$ cat config.mk
export PLATFORM = sky130hd
export DESIGN_NAME = flag_ctx_reg
export DESIGN_NICKNAME = d
export VERILOG_FILES = /design/src/rtl/flag_pkg.sv /design/src/rtl/flag_lifo.sv /design/src/rtl/flag_ctx_reg.sv
export SDC_FILE = /design/constraint.sdc
export NUM_CORES = 1
export LEC_CHECK = 0
export CAP_MARGIN = 0
export CORE_MARGIN = 4
export CORE_UTILIZATION = 53
export DETAILED_ROUTE_END_ITERATION = 8
export PLACE_DENSITY = 0.83
export SLEW_MARGIN = 10
export SYNTH_ARGS = -nofsm -noshare
export SYNTH_HDL_FRONTEND = slang
export SYNTH_HIERARCHICAL = 1
export SYNTH_SLANG_ARGS = --single-unit
$ cat constraint.sdc
create_clock -name clk -period 6.6 [get_ports clk]
set_input_delay 1.32 -clock clk [delete_from_list [all_inputs] [get_ports clk]]
set_output_delay 1.32 -clock clk [all_outputs]
set_load 0.1 [all_outputs]
$ cat src/rtl/flag_pkg.sv
// Shared flag definitions: bit positions of the status flags and the default flag vector.
package flag_pkg;

  localparam int FLAG_C = 0;
  localparam int FLAG_Z = 1;
  localparam int FLAG_V = 2;
  localparam int FLAG_S = 3;

  localparam int NFLAGS_DEFAULT = 4;

  typedef logic [NFLAGS_DEFAULT-1:0] flag_vec_t;

endpackage

$ cat src/rtl/flag_lifo.sv
// LIFO of saved flag contexts. The owner guarantees push/pop are never asserted together
// and never push when full or pop when empty.
module flag_lifo
  import flag_pkg::*;
#(
  parameter int NFLAGS = NFLAGS_DEFAULT,
  parameter int DEPTH  = 4,
  parameter int DW     = $clog2(DEPTH + 1)
) (
  input  logic              clk,
  input  logic              rst,
  input  logic              push_i,
  input  logic              pop_i,
  input  logic [NFLAGS-1:0] din_i,
  output logic [NFLAGS-1:0] top_o,
  output logic [DW-1:0]     depth_o,
  output logic              full_o,
  output logic              empty_o
);

  logic [NFLAGS-1:0] mem_q [DEPTH];
  logic [DW-1:0]     depth_q;
  logic [DW-1:0]     depth_d;

  assign full_o  = (depth_q == DW'(DEPTH));
  assign empty_o = (depth_q == '0);
  assign depth_o = depth_q;

  always_comb begin
    depth_d = depth_q;
    if (push_i && !full_o) begin
      depth_d = depth_q + DW'(1);
    end else if (pop_i && !empty_o) begin
      depth_d = depth_q - DW'(1);
    end
  end

  always_ff @(posedge clk or posedge rst) begin
    if (rst) begin
      depth_q <= '0;
    end else begin
      depth_q <= depth_d;
    end
  end

  // Storage is deliberately left out of reset; entries above depth are don't-care.
  always_ff @(posedge clk) begin
    for (int i = 0; i < DEPTH; i++) begin
      if (push_i && !full_o && (depth_q == DW'(i))) begin
        mem_q[i] <= din_i;
      end
    end
  end

  always_comb begin
    top_o = '0;
    for (int i = 0; i < DEPTH; i++) begin
      if (depth_q == DW'(i + 1)) begin
        top_o = mem_q[i];
      end
    end
  end

endmodule

$ cat src/rtl/flag_ctx_reg.sv
// Committed status-flag register with write forwarding, stall/flush qualification and
// a saved-context LIFO for interrupt entry/return, plus sticky overflow/underflow errors.
module flag_ctx_reg
  import flag_pkg::*;
#(
  parameter int NFLAGS      = NFLAGS_DEFAULT,
  parameter int DEPTH       = 4,
  parameter bit CLR_ON_PUSH = 1'b0,
  parameter int DW          = $clog2(DEPTH + 1)
) (
  input  logic              clk,
  input  logic              rst,
  input  logic [NFLAGS-1:0] flag_i,
  input  logic [NFLAGS-1:0] we,
  input  logic              stall,
  input  logic              flush,
  input  logic              push,
  input  logic              pop,
  input  logic              err_clr,
  output logic [NFLAGS-1:0] flag_o,
  output logic [NFLAGS-1:0] flag_fwd,
  output logic [DW-1:0]     depth_o,
  output logic              full,
  output logic              empty,
  output logic              ovf_err,
  output logic              unf_err
);

  logic [NFLAGS-1:0] flag_q, flag_d;
  logic              ovf_q, ovf_d;
  logic              unf_q, unf_d;
  logic [NFLAGS-1:0] wr_ok;
  logic [NFLAGS-1:0] merged;
  logic [NFLAGS-1:0] lifo_top;
  logic              lifo_push, lifo_pop;
  logic              ovf_set, unf_set;
  logic              lifo_full, lifo_empty;

  assign wr_ok    = we & {NFLAGS{~stall & ~flush}};
  assign merged   = (flag_q & ~wr_ok) | (flag_i & wr_ok);
  assign flag_fwd = merged;

  flag_lifo #(
    .NFLAGS (NFLAGS),
    .DEPTH  (DEPTH),
    .DW     (DW)
  ) u_lifo (
    .clk     (clk),
    .rst     (rst),
    .push_i  (lifo_push),
    .pop_i   (lifo_pop),
    .din_i   (flag_q),
    .top_o   (lifo_top),
    .depth_o (depth_o),
    .full_o  (lifo_full),
    .empty_o (lifo_empty)
  );

  // Push/pop priority; a stalled cycle leaves flags, stack and error sets untouched.
  always_comb begin
    flag_d    = flag_q;
    lifo_push = 1'b0;
    lifo_pop  = 1'b0;
    ovf_set   = 1'b0;
    unf_set   = 1'b0;
    if (!stall) begin
      if (push && pop) begin
        flag_d = merged;
      end else if (pop && !lifo_empty) begin
        lifo_pop = 1'b1;
        flag_d   = lifo_top;
      end else if (pop) begin
        unf_set = 1'b1;
        flag_d  = merged;
      end else if (push && !lifo_full) begin
        lifo_push = 1'b1;
        if (|wr_ok) begin
          flag_d = merged;
        end else if (CLR_ON_PUSH) begin
          flag_d = '0;
        end else begin
          flag_d = flag_q;
        end
      end else if (push) begin
        ovf_set = 1'b1;
        flag_d  = merged;
      end else begin
        flag_d = merged;
      end
    end
  end

  assign ovf_d = ovf_set | (ovf_q & ~err_clr);
  assign unf_d = unf_set | (unf_q & ~err_clr);

  always_ff @(posedge clk or posedge rst) begin
    if (rst) begin
      flag_q <= '0;
      ovf_q  <= 1'b0;
      unf_q  <= 1'b0;
    end else begin
      flag_q <= flag_d;
      ovf_q  <= ovf_d;
      unf_q  <= unf_d;
    end
  end

  assign flag_o  = flag_q;
  assign full    = lifo_full;
  assign empty   = lifo_empty;
  assign ovf_err = ovf_q;
  assign unf_err = unf_q;

endmodule
### Word level (Yosys, flattened, before mapping)

Memories as Yosys holds them, arrays and structs flattened.
Cells that the tools add are included.
Widths: inputs -> output; s select.

| word-level totals | value |
|---|---|
| flip-flop bits (word level) | 9 |
| bits in latches | 0 |
| RAM bits | 16 |
| ROM bits | 0 |
| output and inout port bits | 15 |
| logic and storage cells | 89 |
| memories | 1 |

| cells by class | value |
|---|---|
| add/subtract/negate cells | 2 |
| $mul | 0 |
| div/mod/pow operators | 0 |
| $lt $le $gt $ge | 0 |
| equality and inequality tests | 5 |
| shift-type cells | 0 |
| mux-type cells | 46 |
| bitwise logic cells | 13 |
| reduce and logical (&&, ||, !) cells | 18 |

Memories:

| memory | words | width | rd ports | clocked after Yosys merged registers in | write ports | RTL line | RTL |
|---|---|---|---|---|---|---|---|
| u_lifo.mem_q | 4 | 4 | 4 | 0 | 1 | flag_lifo.sv:21 | `logic [NFLAGS-1:0] mem_q [DEPTH];` |

Operators with widths:

| operator | number |
|---|---|
| $mux 4 | 12 |
| $mux 1 | 29 |
| $reduce_or 4->1 | 4 |
| $and 4x4->4 | 3 |
| $logic_and 1x1->1 | 9 |
| $eq 3x2->1 const B | 2 |
| $mux 2 | 3 |
| $mux 3 | 2 |
| $ne 5x4->1 const B | 1 |
| $not 4->4 | 1 |
| $or 4x4->4 | 1 |
| $add 3x1->3 const B | 1 |
| $and 1x1->1 | 3 |
| $eq 3x1->1 const B | 1 |
| $eq 3x3->1 const B | 1 |
| $logic_not 3->1 | 1 |
| $not 1->1 | 3 |
| $sub 3x1->3 const B | 1 |
| $logic_not 1->1 | 2 |
| $or 1x1->1 | 2 |
| $reduce_and 2->1 | 1 |
| $reduce_bool 2->1 | 1 |

### Depth between registers and ports, before layout

Gate-level depths: netlist of the first run.

| depth | value |
|---|---|
| word-level depth | 16 |
| mapped depth | 10 |

### Cells and area by module

The synthesis of the first run kept the hierarchy.

By module, submodules not included:

| module | instances | cells each | area an instance (um^2) | sequential area each (um^2) |
|---|---|---|---|---|
| flag_lifo | 1 | 74 | 958.4 | 555.5 |
| flag_ctx_reg | 1 | 41 | 430.4 | 150.1 |

### Least setup slack after synthesis of the first run

OpenSTA, ideal clock, no wires.

| timing | value |
|---|---|
| path kind | reg2out |
| start | reg u_lifo.depth_q[0] (netlist: u_lifo/depth_o[0]) |
| end | out empty |
| arrival time | 2,760 ps |
| slack | 2,520 ps |
| cell stages (with the launch flop) | 5 |
| path buffers | 1 |
| path through | dfrtp_1 inv_1 ha_1 buf_4 nor2b_1 |

| between the ends | value |
|---|---|
| cells in the longest elaborated chain, start to end | 1 |

RTL lines:

| item | RTL line | RTL |
|---|---|---|
| from (decl) | flag_lifo.sv:22 | `logic [DW-1:0] depth_q;` |
| from (signal assigned) | flag_lifo.sv:42 | `depth_q <= depth_d;` |
| $logic_not 3->1 | flag_lifo.sv:26 | `assign empty_o = (depth_q == '0);` |
| to (decl) | flag_ctx_reg.sv:24 | `output logic empty,` |

No other way between the ends.

### Worst setup path after layout of the first run

| timing | value |
|---|---|
| start | in stall |
| end | out flag_fwd[2] |

| between the ends | value |
|---|---|
| cells in the longest elaborated chain, start to end | 6 |
| elaborated cells on any way between the ends | 7 |
| classes of those cells | 7 x bitwise |

RTL lines:

| item | RTL line | RTL |
|---|---|---|
| from (decl) | flag_ctx_reg.sv:15 | `input logic stall,` |
| $not 1->1 (no line) (*) | n/a |  |
| $and 1x1->1 (*) | flag_ctx_reg.sv:39 | `assign wr_ok = we & {NFLAGS{~stall & ~flush}};` |
| $and 4x4->4 (*) | flag_ctx_reg.sv:39 |  |
| $not 4->4 | flag_ctx_reg.sv:40 | `assign merged = (flag_q & ~wr_ok) \| (flag_i & wr_ok);` |
| $and 4x4->4 | flag_ctx_reg.sv:40 |  |
| $or 4x4->4 (*) | flag_ctx_reg.sv:40 |  |
| to (decl) | flag_ctx_reg.sv:21 | `output logic [NFLAGS-1:0] flag_fwd,` |

Mark *: on every way between the ends. The rest lies on a longest branch, timed or not.

==> results of run 1 <==
==> flip-flops by register name, indices dropped and copies added, names as in the netlist <==
signal and flops:
u_lifo/depth_o 3, flag_o 4, unf_err 1, u_lifo/mem_q 16, ovf_err 1
==> worst max-delay path: stages <==
cell and delay [ps]:
clkdlybuf4s50_1 540, nor3b_2 330, mux2_2 390, clkdlybuf4s50_1 970
==> logic make-up (layout without fill, tap and decap cells) <==
logic type	count (synthesis)	after routing	share of synthesized area, %
DFF	25	25	50.81
and+or+nand+nor	37	37	16.40
adders and majority gates	6	6	5.405
AOI/OAI and AO/OA	18	18	11.26
buffers and inverters	15	45	5.225
muxes	13	13	10.27
xor gates and xnor gates	1	1	0.6307
==> final cells by class <==
cell class / count / share of cell area (%)
clock buffers: 3 / 1.307
clock inverters: 1 / 0.4357
inverters: 11 / 2.397
multi-input cells: 75 / 35.44
flip-flops and latches: 25 / 40.96
well taps: 30 / 2.179
repair buffers: 30 / 17.28
==> layout by cell type, fill, tap and decap left out, drive strengths merged, types with 2 or more instances in the layout <==
master	netlist	routed
mux2	10	10
dfrtp	9	9
o21ai	3	3
clkdlybuf4s50	0	29
clkbuf	0	3
inv	11	11
nor3b	6	6
ha	6	6
nor3	2	2
nand2	7	7
and3	3	3
nand2b	3	3
nor2	9	9
edfxtp	16	16
a21oi	4	4
a222oi	3	3
mux2i	3	3
==> stage by stage <==
step	cell area, sq um	cells	utilization, %	hold WS [ps]	setup WS [ps]
2_1_floorplan	1389	115	-	649.2	2520
3_3_place_gp	1693	171	68.33	516.9	1759
3_5_place_dp	1693	171	68.33	528.0	1718
4_1_cts	1723	175	69.55	548.0	1714
5_1_grt	1723	175	69.55	589.4	1621
6_report	1723	175	69.55	540.8	1722
==> per-layer routing <==
layer | part of all wire (%) | wire length [um] | vias to the layer above
met5 | 0 | 0 | -
met4 | 1.3 | 37 | 0
met3 | 6.5 | 192 | 4
met2 | 48 | 1421 | 39
met1 | 44 | 1284 | 498
li1 | - | - | 485
==> path summary, 6_finish.rpt <==
path	depth (start not counted)	start	slack [ps]	to
max in group asynchronous	2	rst	5160	flag_o[2]
worst min-delay path	2	unf_err	540	unf_err
min in group asynchronous	2	rst	1190	u_lifo/depth_o[1]
worst max register to register	8	u_lifo/depth_o[1]	4130	u_lifo/depth_o[1]
worst min register to register	2	unf_err	540	unf_err
worst max-delay path	4	stall	1720	flag_fwd[2]
==> metrics.yaml, run 1 <==
placement:
  place_hpwl_mm: 2.323
  io_buffers: 29
  place_congestion: 0.7840
clock_network:
  insertion_delay_ps: 320
  post-cts-setup-buffer-count: 0
  clkSlewWorstSetupHoldPaths_ps: 140
  ctsResizeCount: 0
  clockBufferDepth: 2
  cts_tree: "built"
  cts_root_buffer: "clkbuf_4"
  htreeDepth: 1
  cts_inserted_buffers: 3
  clkSinkCount: 25
  cts.hold.buffers_added: 0
global_routing:
  top_usage_layer: "met2"
  use_met1_pct: 23.21
  grt_max_degree: 16
  grt-ovfl-total: 0
  grt_pass1_vias: 1060
  use_met2_pct: 32.29
  track_usage_pct: 18.46
  grt_pass1_wl_mm: 4.857
  antenna_found_initial: 0
  use_met3_pct: 3.486
setup_path:
  endpoint_kind: "primary output"
  arrival_ps: 3560
  path_class: "input pin to primary output"
  worstPathMaxFanout: 8
  worstSetupStartpointType: "input pin"
  worstPathRequired_ps: 5280
synth:
  synth_enable_flop_cells: 16
  syn_area_sq_um: 1389
  yosysUniqueCellTypes: 37
  yosys-top-cells-area: "edfxtp_1 35%, dfrtp_1 16%, mux2_2 8.1%, ha_1 5.4%, inv_1 2.7%"
  yosysTopAreaCellShare_pct: 34.59
  yosysWarningCount: 6
  synth_commonest_cells: "16 x edfxtp_1, 10 x inv_1, 10 x mux2_2, 9 x dfrtp_1, 9 x nor2_1"
  synth_cells: 115
  yosysMostFrequentCell: "edfxtp_1"
  synth_ff_type: "edfxtp_1"
  async_flop_share_pct: 36.00
  ys_ff_latch: 25
  ys_seq_area_share_pct: 50.81
  yosysTopAreaCell: "edfxtp_1"
  syn-num-nets: 136
  syn_avg_cell_area_sq_um: 12.08
timing:
  drv_slew: 0
  setup_viol: 0
  min_period_over_period_pct: 73.91
  slew_headroom_pct: 34.18
  layout_min_cycle_time_ps: 4878
  hold_viol: 0
  fmax_mhz: 205.0
  rsz0062_at_grt: "no"
  tightestPinTransition_ps: 984.3
  final.setup.tns_ps: 0
  skew_ps: 4.331
die:
  rows: 18
  design.die.area_sq_um: 3503
  fp.coreArea_sq_um: 2477
  die_w_um: 59.19
  die_h_um: 59.19
  start_util_pct: 56.06
  io_pins: 30
final_layout:
  area_delta_synth_final_pct: 24.05
  antennaDiodeCount: 0
  register_area_sq_um: 705.7
  drive_gt1_share_pct: 15.86
  multi_input_area_sq_um: 610.6
  nFillCells: 176
  nNetsFinal: 167
routing:
  wl_per_cell_um: 16.77
  drtPass1Iterations: 4
  route.vias.total: 1026
  via_per_inst: 5.863
  drc_errors: 0
  drt_iter0_drc: 36
  routed_wl_mm: 2.935
  ant_nets: 0
min_path:
  hold_class: "flop to flop"
status:
  outcome: "finished, final reports clean"
flow_run:
  cap_violations: 0
Power of run 1 is left out: the tool's default activity adds up to more than one toggle a clock period on the data nets, which glitch-free logic cannot reach.
==> inputs of run 2 (changes only) <==
CORE_UTILIZATION = 45   (was 53)
PLACE_DENSITY = 0.75   (was 0.83)
clock period = 4.06 ns   (was 6.6 ns; I/O delays follow)
==> run 2 against run 1 <==
Effect of this change: non-clock buffer count unchanged; global-route usage decreased by 3.0 points; register-to-register slack got worse by 2600 ps; highest routed layer unchanged.
==> metrics.yaml, run 2 (same netlist as run 1, synthesis figures left out) <==
global_routing:
  grt-ovfl-total: 0  # unchanged
  grt_pass1_vias: 1019  # -3.9%
  grt_max_degree: 16  # unchanged
  track_usage_pct: 15.49  # -3.0 points
  grt_pass1_wl_mm: 4.823  # -0.70%
  antenna_found_initial: 0  # unchanged
timing:
  hold_slack_ps: 540.5  # -0.3420 ps
  hold_viol: 0  # unchanged
  layout_min_cycle_time_ps: 3133
  fmax_mhz: 319.1
  setup_viol: 0  # unchanged
  drv_slew: 0  # unchanged
  tightestPinTransition_ps: 981.6  # -2.680 ps
  rsz0062_at_grt: "no"
  final.setup.tns_ps: 0  # unchanged
  slew_headroom_pct: 34.36  # +0.18 points
  min_period_over_period_pct: 77.18
  skew_ps: 1.150  # -3.181 ps
final_layout:
  drive_gt1_share_pct: 20.00  # +4.1 points
  antennaDiodeCount: 0  # unchanged
  mostFrequentLayoutCells: "23 x clkdlybuf4s50_1, 16 x edfxtp_1, 10 x mux2_2, 10 x inv_1"
  nNetsFinal: 167  # unchanged
  final_common_cell: "clkdlybuf4s50_1"
  area_delta_synth_final_pct: 23.06
  nFillCells: 222  # +26%
  top_register: "u_lifo/mem_q"
  largest_register_ffs: 16  # unchanged
routing:
  route.vias.total: 989  # -3.6%
  drt_iter0_drc: 45  # +25%
  via_per_inst: 5.619  # -4.2%
  drtPass1Iterations: 4  # unchanged
  drc_errors: 0  # unchanged
  ant_nets: 0  # unchanged
  wl_per_cell_um: 16.24  # -3.2%
  routed_wl_mm: 2.858  # -2.6%
placement:
  io_buffers: 29  # unchanged
  place_hpwl_mm: 2.209  # -4.9%
  place_congestion: 0.7988  # +1.9%
die:
  design.die.area_sq_um: 4039  # +15%
  start_util_pct: 48.68  # -7.4 points
  io_pins: 30  # unchanged
  fp.coreArea_sq_um: 2853  # +15%
  die_w_um: 63.56  # +7.4%
  rows: 19  # +1
  die_h_um: 63.56  # +7.4%
clock_network:
  cts_tree: "built"
  cts_root_buffer: "clkbuf_4"
  cts_inserted_buffers: 3  # unchanged
  clkSlewWorstSetupHoldPaths_ps: 140  # about the same
  insertion_delay_ps: 310  # about the same
  clkSinkCount: 25  # unchanged
  ctsResizeCount: 0  # unchanged
  post-cts-setup-buffer-count: 0  # unchanged
  htreeDepth: 1  # unchanged
  cts.hold.buffers_added: 0  # unchanged
  clockBufferDepth: 2  # unchanged
setup_path:
  worstSetupStartpointType: "input pin"
  worstPathMaxFanout: 8  # unchanged
  endpoint_kind: "primary output"
  worstPathRequired_ps: 3250  # -2030 ps
  arrival_ps: 2320  # -1240 ps
  path_class: "input pin to primary output"
min_path:
  hold_class: "flop to flop"
status:
  outcome: "finished, final reports clean"
flow_run:
  cap_violations: 0  # unchanged
## run 2: worst max-delay path, cell delays in order
cell	delay, ps
clkdlybuf4s50_1	540
nor3b_2	340
mux2_2	390
buf_4	230
## run 2: worst paths after layout
path / start / end / slack [ps] / cells after the start
max: stall / flag_fwd[2] / 930 / 4
min: unf_err / unf_err / 540 / 2
max reg2reg: u_lifo/depth_o[1] / u_lifo/depth_o[1] / 1580 / 9
min reg2reg: unf_err / unf_err / 540 / 2
max in group asynchronous: rst / flag_o[2] / 3140 / 2
min in group asynchronous: rst / u_lifo/depth_o[0] / 670 / 2
## run 2: area by class of cell
cell class	instances	area [sq um]	share of cell area, %
inverter	11	41.29	2.416
multi-input combinational	75	610.6	35.72
timing repair buffer	30	282.8	16.54
clock buffer	3	22.52	1.318
sequential	25	705.7	41.29
clock inverter	1	7.507	0.4392
tap	31	38.79	2.269
## run 2: metal layers
metal | up-vias | GRT usage [%] | part of all wire, % | routed length (um)
li1 | 483 | - | - | -
met1 | 470 | 21.31 | 46 | 1325
met2 | 34 | 23.99 | 47 | 1347
met3 | 2 | 3.197 | 5.9 | 169
met4 | 0 | 5.660 | 0.56 | 16
met5 | - | 0 | 0 | 0
## run 2: metrics by stage
step	std cells	instance area, sq um	utilization (%)	worst slack (ps)
after floorplan	115	1389	-	239.2
after global placement	172	1679	58.86	974.6
after detailed placement	172	1679	58.86	920.6
after CTS	176	1709	59.91	922.6
after global routing	176	1709	59.91	868.8
final	176	1709	59.91	926.6
Power of run 2 is left out for the same reason.
==> inputs of run 3 (changes only) <==
CORE_UTILIZATION = 50   (was 45)
PLACE_DENSITY = 0.79   (was 0.75)
clock period = 3 ns   (was 4.06 ns; I/O delays follow)
==> run 3 against run 2 <==
Effect of this change: wire length rose by 3.3%; count of clock-buffer cells in the layout is the same; die area decreased by 8.8%; sequential share of layout area fell by 0.81 points; setup slack got worse by 590 ps; core utilization up 8.7 points; cell count down 0.57%; flip-flop and latch count unchanged; worst hold slack worse by 76 ps; non-clock buffer count stayed put; clock skew barely moved; highest routed layer unchanged.
==> metrics.yaml, run 3 (same netlist as run 1, synthesis figures left out) <==
status:
  outcome: "finished, final reports clean"
setup_path:
  ff2ff_path_depth: 8  # -1
  regToRegSetupSlack_ps: 560  # -1020 ps
  endpoint_kind: "primary output"
  path_buf_inv: 2  # unchanged
  path_class: "input pin to primary output"
  rr_startpoint: "u_lifo/depth_o[0]"
  worstPathMaxFanout: 8  # unchanged
  path_depth: 4  # unchanged
  cp_slowest_cell: "clkdlybuf4s50_1"
  cp-endpoint: "flag_fwd[2]"
  cp_top_family: "buffers and inverters"
  worstPathRequired_ps: 2400  # -850 ps
  slowest_delay_ps: 540  # about the same
  crit_start: "stall"
  path_cells: "clkdlybuf4s50_1, nor3b_2, mux2_2, buf_12"
  worstSetupStartpointType: "input pin"
  r2r_end: "u_lifo/depth_o[1]"
  arrival_ps: 2070  # -250 ps
global_routing:
  grt-ovfl-total: 0  # unchanged
  track_usage_pct: 18.40  # +2.9 points
  grt_max_degree: 16  # unchanged
  grt_pass1_wl_mm: 4.919  # +2.0%
  antenna_found_initial: 0  # unchanged
  grt_pass1_vias: 1007  # -1.2%
clock_network:
  post-cts-setup-buffer-count: 0  # unchanged
  ctsResizeCount: 0  # unchanged
  htreeDepth: 1  # unchanged
  cts_tree: "built"
  clkSlewWorstSetupHoldPaths_ps: 140  # about the same
  clkSinkCount: 25  # unchanged
  insertion_delay_ps: 320  # about the same
  cts.hold.buffers_added: 0  # unchanged
  cts_root_buffer: "clkbuf_4"
  cts_inserted_buffers: 3  # unchanged
  clockBufferDepth: 2  # unchanged
final_layout:
  multi_input_area_sq_um: 613.1  # +0.41%
  largest_register_ffs: 16  # unchanged
  antennaDiodeCount: 0  # unchanged
  nFillCells: 204  # -8.1%
  layout.cells.non_filler: 175  # -0.57%
  register_area_sq_um: 713.2  # +1.1%
  mostFrequentLayoutCells: "16 x edfxtp_1, 14 x clkdlybuf4s50_1, 11 x buf_4"
  top_register: "u_lifo/mem_q"
  area_delta_synth_final_pct: 26.85
  drive_gt1_share_pct: 28.97  # +9.0 points
  nNetsFinal: 167  # unchanged
  final_common_cell: "edfxtp_1"
  final_area_sq_um: 1762  # +3.1%
routing:
  drt_iter0_drc: 38  # -16%
  wl_per_cell_um: 16.86  # +3.8%
  drc_errors: 0  # unchanged
  drtPass1Iterations: 6  # +2
  route.vias.total: 980  # -0.91%
  ant_nets: 0  # unchanged
  via_per_inst: 5.600  # -0.34%
  routed_wl_mm: 2.951  # +3.3%
die:
  die_w_um: 60.71  # -4.5%
  fp.coreArea_sq_um: 2567  # -10%
  rows: 18  # -1
  design.die.area_sq_um: 3685  # -8.8%
  io_pins: 30  # unchanged
  die_h_um: 60.71  # -4.5%
  start_util_pct: 54.09  # +5.4 points
timing:
  tightestPinTransition_ps: 554.6  # -427.0 ps
  hold_viol: 0  # unchanged
  drv_slew: 0  # unchanged
  layout_min_cycle_time_ps: 2667
  fmax_mhz: 375.0
  slew_headroom_pct: 63.03  # +29 points
  setup_viol: 0  # unchanged
  final.setup.tns_ps: 0  # unchanged
  rsz0062_at_grt: "no"
  min_period_over_period_pct: 88.89
  skew_ps: 1.563  # +0.4127 ps
placement:
  place_hpwl_mm: 2.355  # +6.6%
  dp.cells: 171  # -0.58%
  place_congestion: 0.7995  # about the same
  io_buffers: 29  # unchanged
  placed_cell_area_sq_um: 1732  # +3.1%
min_path:
  hold_class: "input pin to async pin"
flow_run:
  cap_violations: 0  # unchanged
==> run 3: area by class of cell <==
| type | count | area share (%) |
|---|---|---|
| clock buffer | 3 | 1.278 |
| clock inverter | 1 | 0.4261 |
| inverter | 11 | 2.557 |
| multi-input combinational | 75 | 34.80 |
| sequential | 25 | 40.48 |
| tap | 30 | 2.131 |
| timing repair buffer | 30 | 18.32 |
==> run 3: how the worst min path moves through the flow <==
stage / start / endpoint / cells past startpoint
3_5_place_dp: ovf_err / ovf_err / 2
3_3_place_gp: unf_err / unf_err / 2
4_1_cts: rst / u_lifo/depth_o[1] / 2
6_report: rst / u_lifo/depth_o[1] / 2
5_1_grt: rst / u_lifo/depth_o[1] / 2
2_1_floorplan: rst / u_lifo/depth_o[2] / 1
==> run 3: per-layer routing <==
metal / vias to the layer above / part of all wire (%) / global-route usage (%)
li1: 483 / - / -
met1: 467 / 48 / 24.53
met2: 26 / 47 / 30.53
met3: 4 / 4.5 / 4.043
met4: 0 / 0.71 / 4.644
met5: - / 0 / 0
==> run 3: metrics by stage <==
step	setup slack, ps	hold slack (ps)	util [%]
floorplan	12.44	353.7	-
global placement	368.1	519.6	67.45
detailed placement	336.6	526.4	67.45
CTS	334.2	467.4	68.62
global route	239.5	467.9	68.62
finish	333.4	464.0	68.62
Power of run 3 is left out for the same reason.
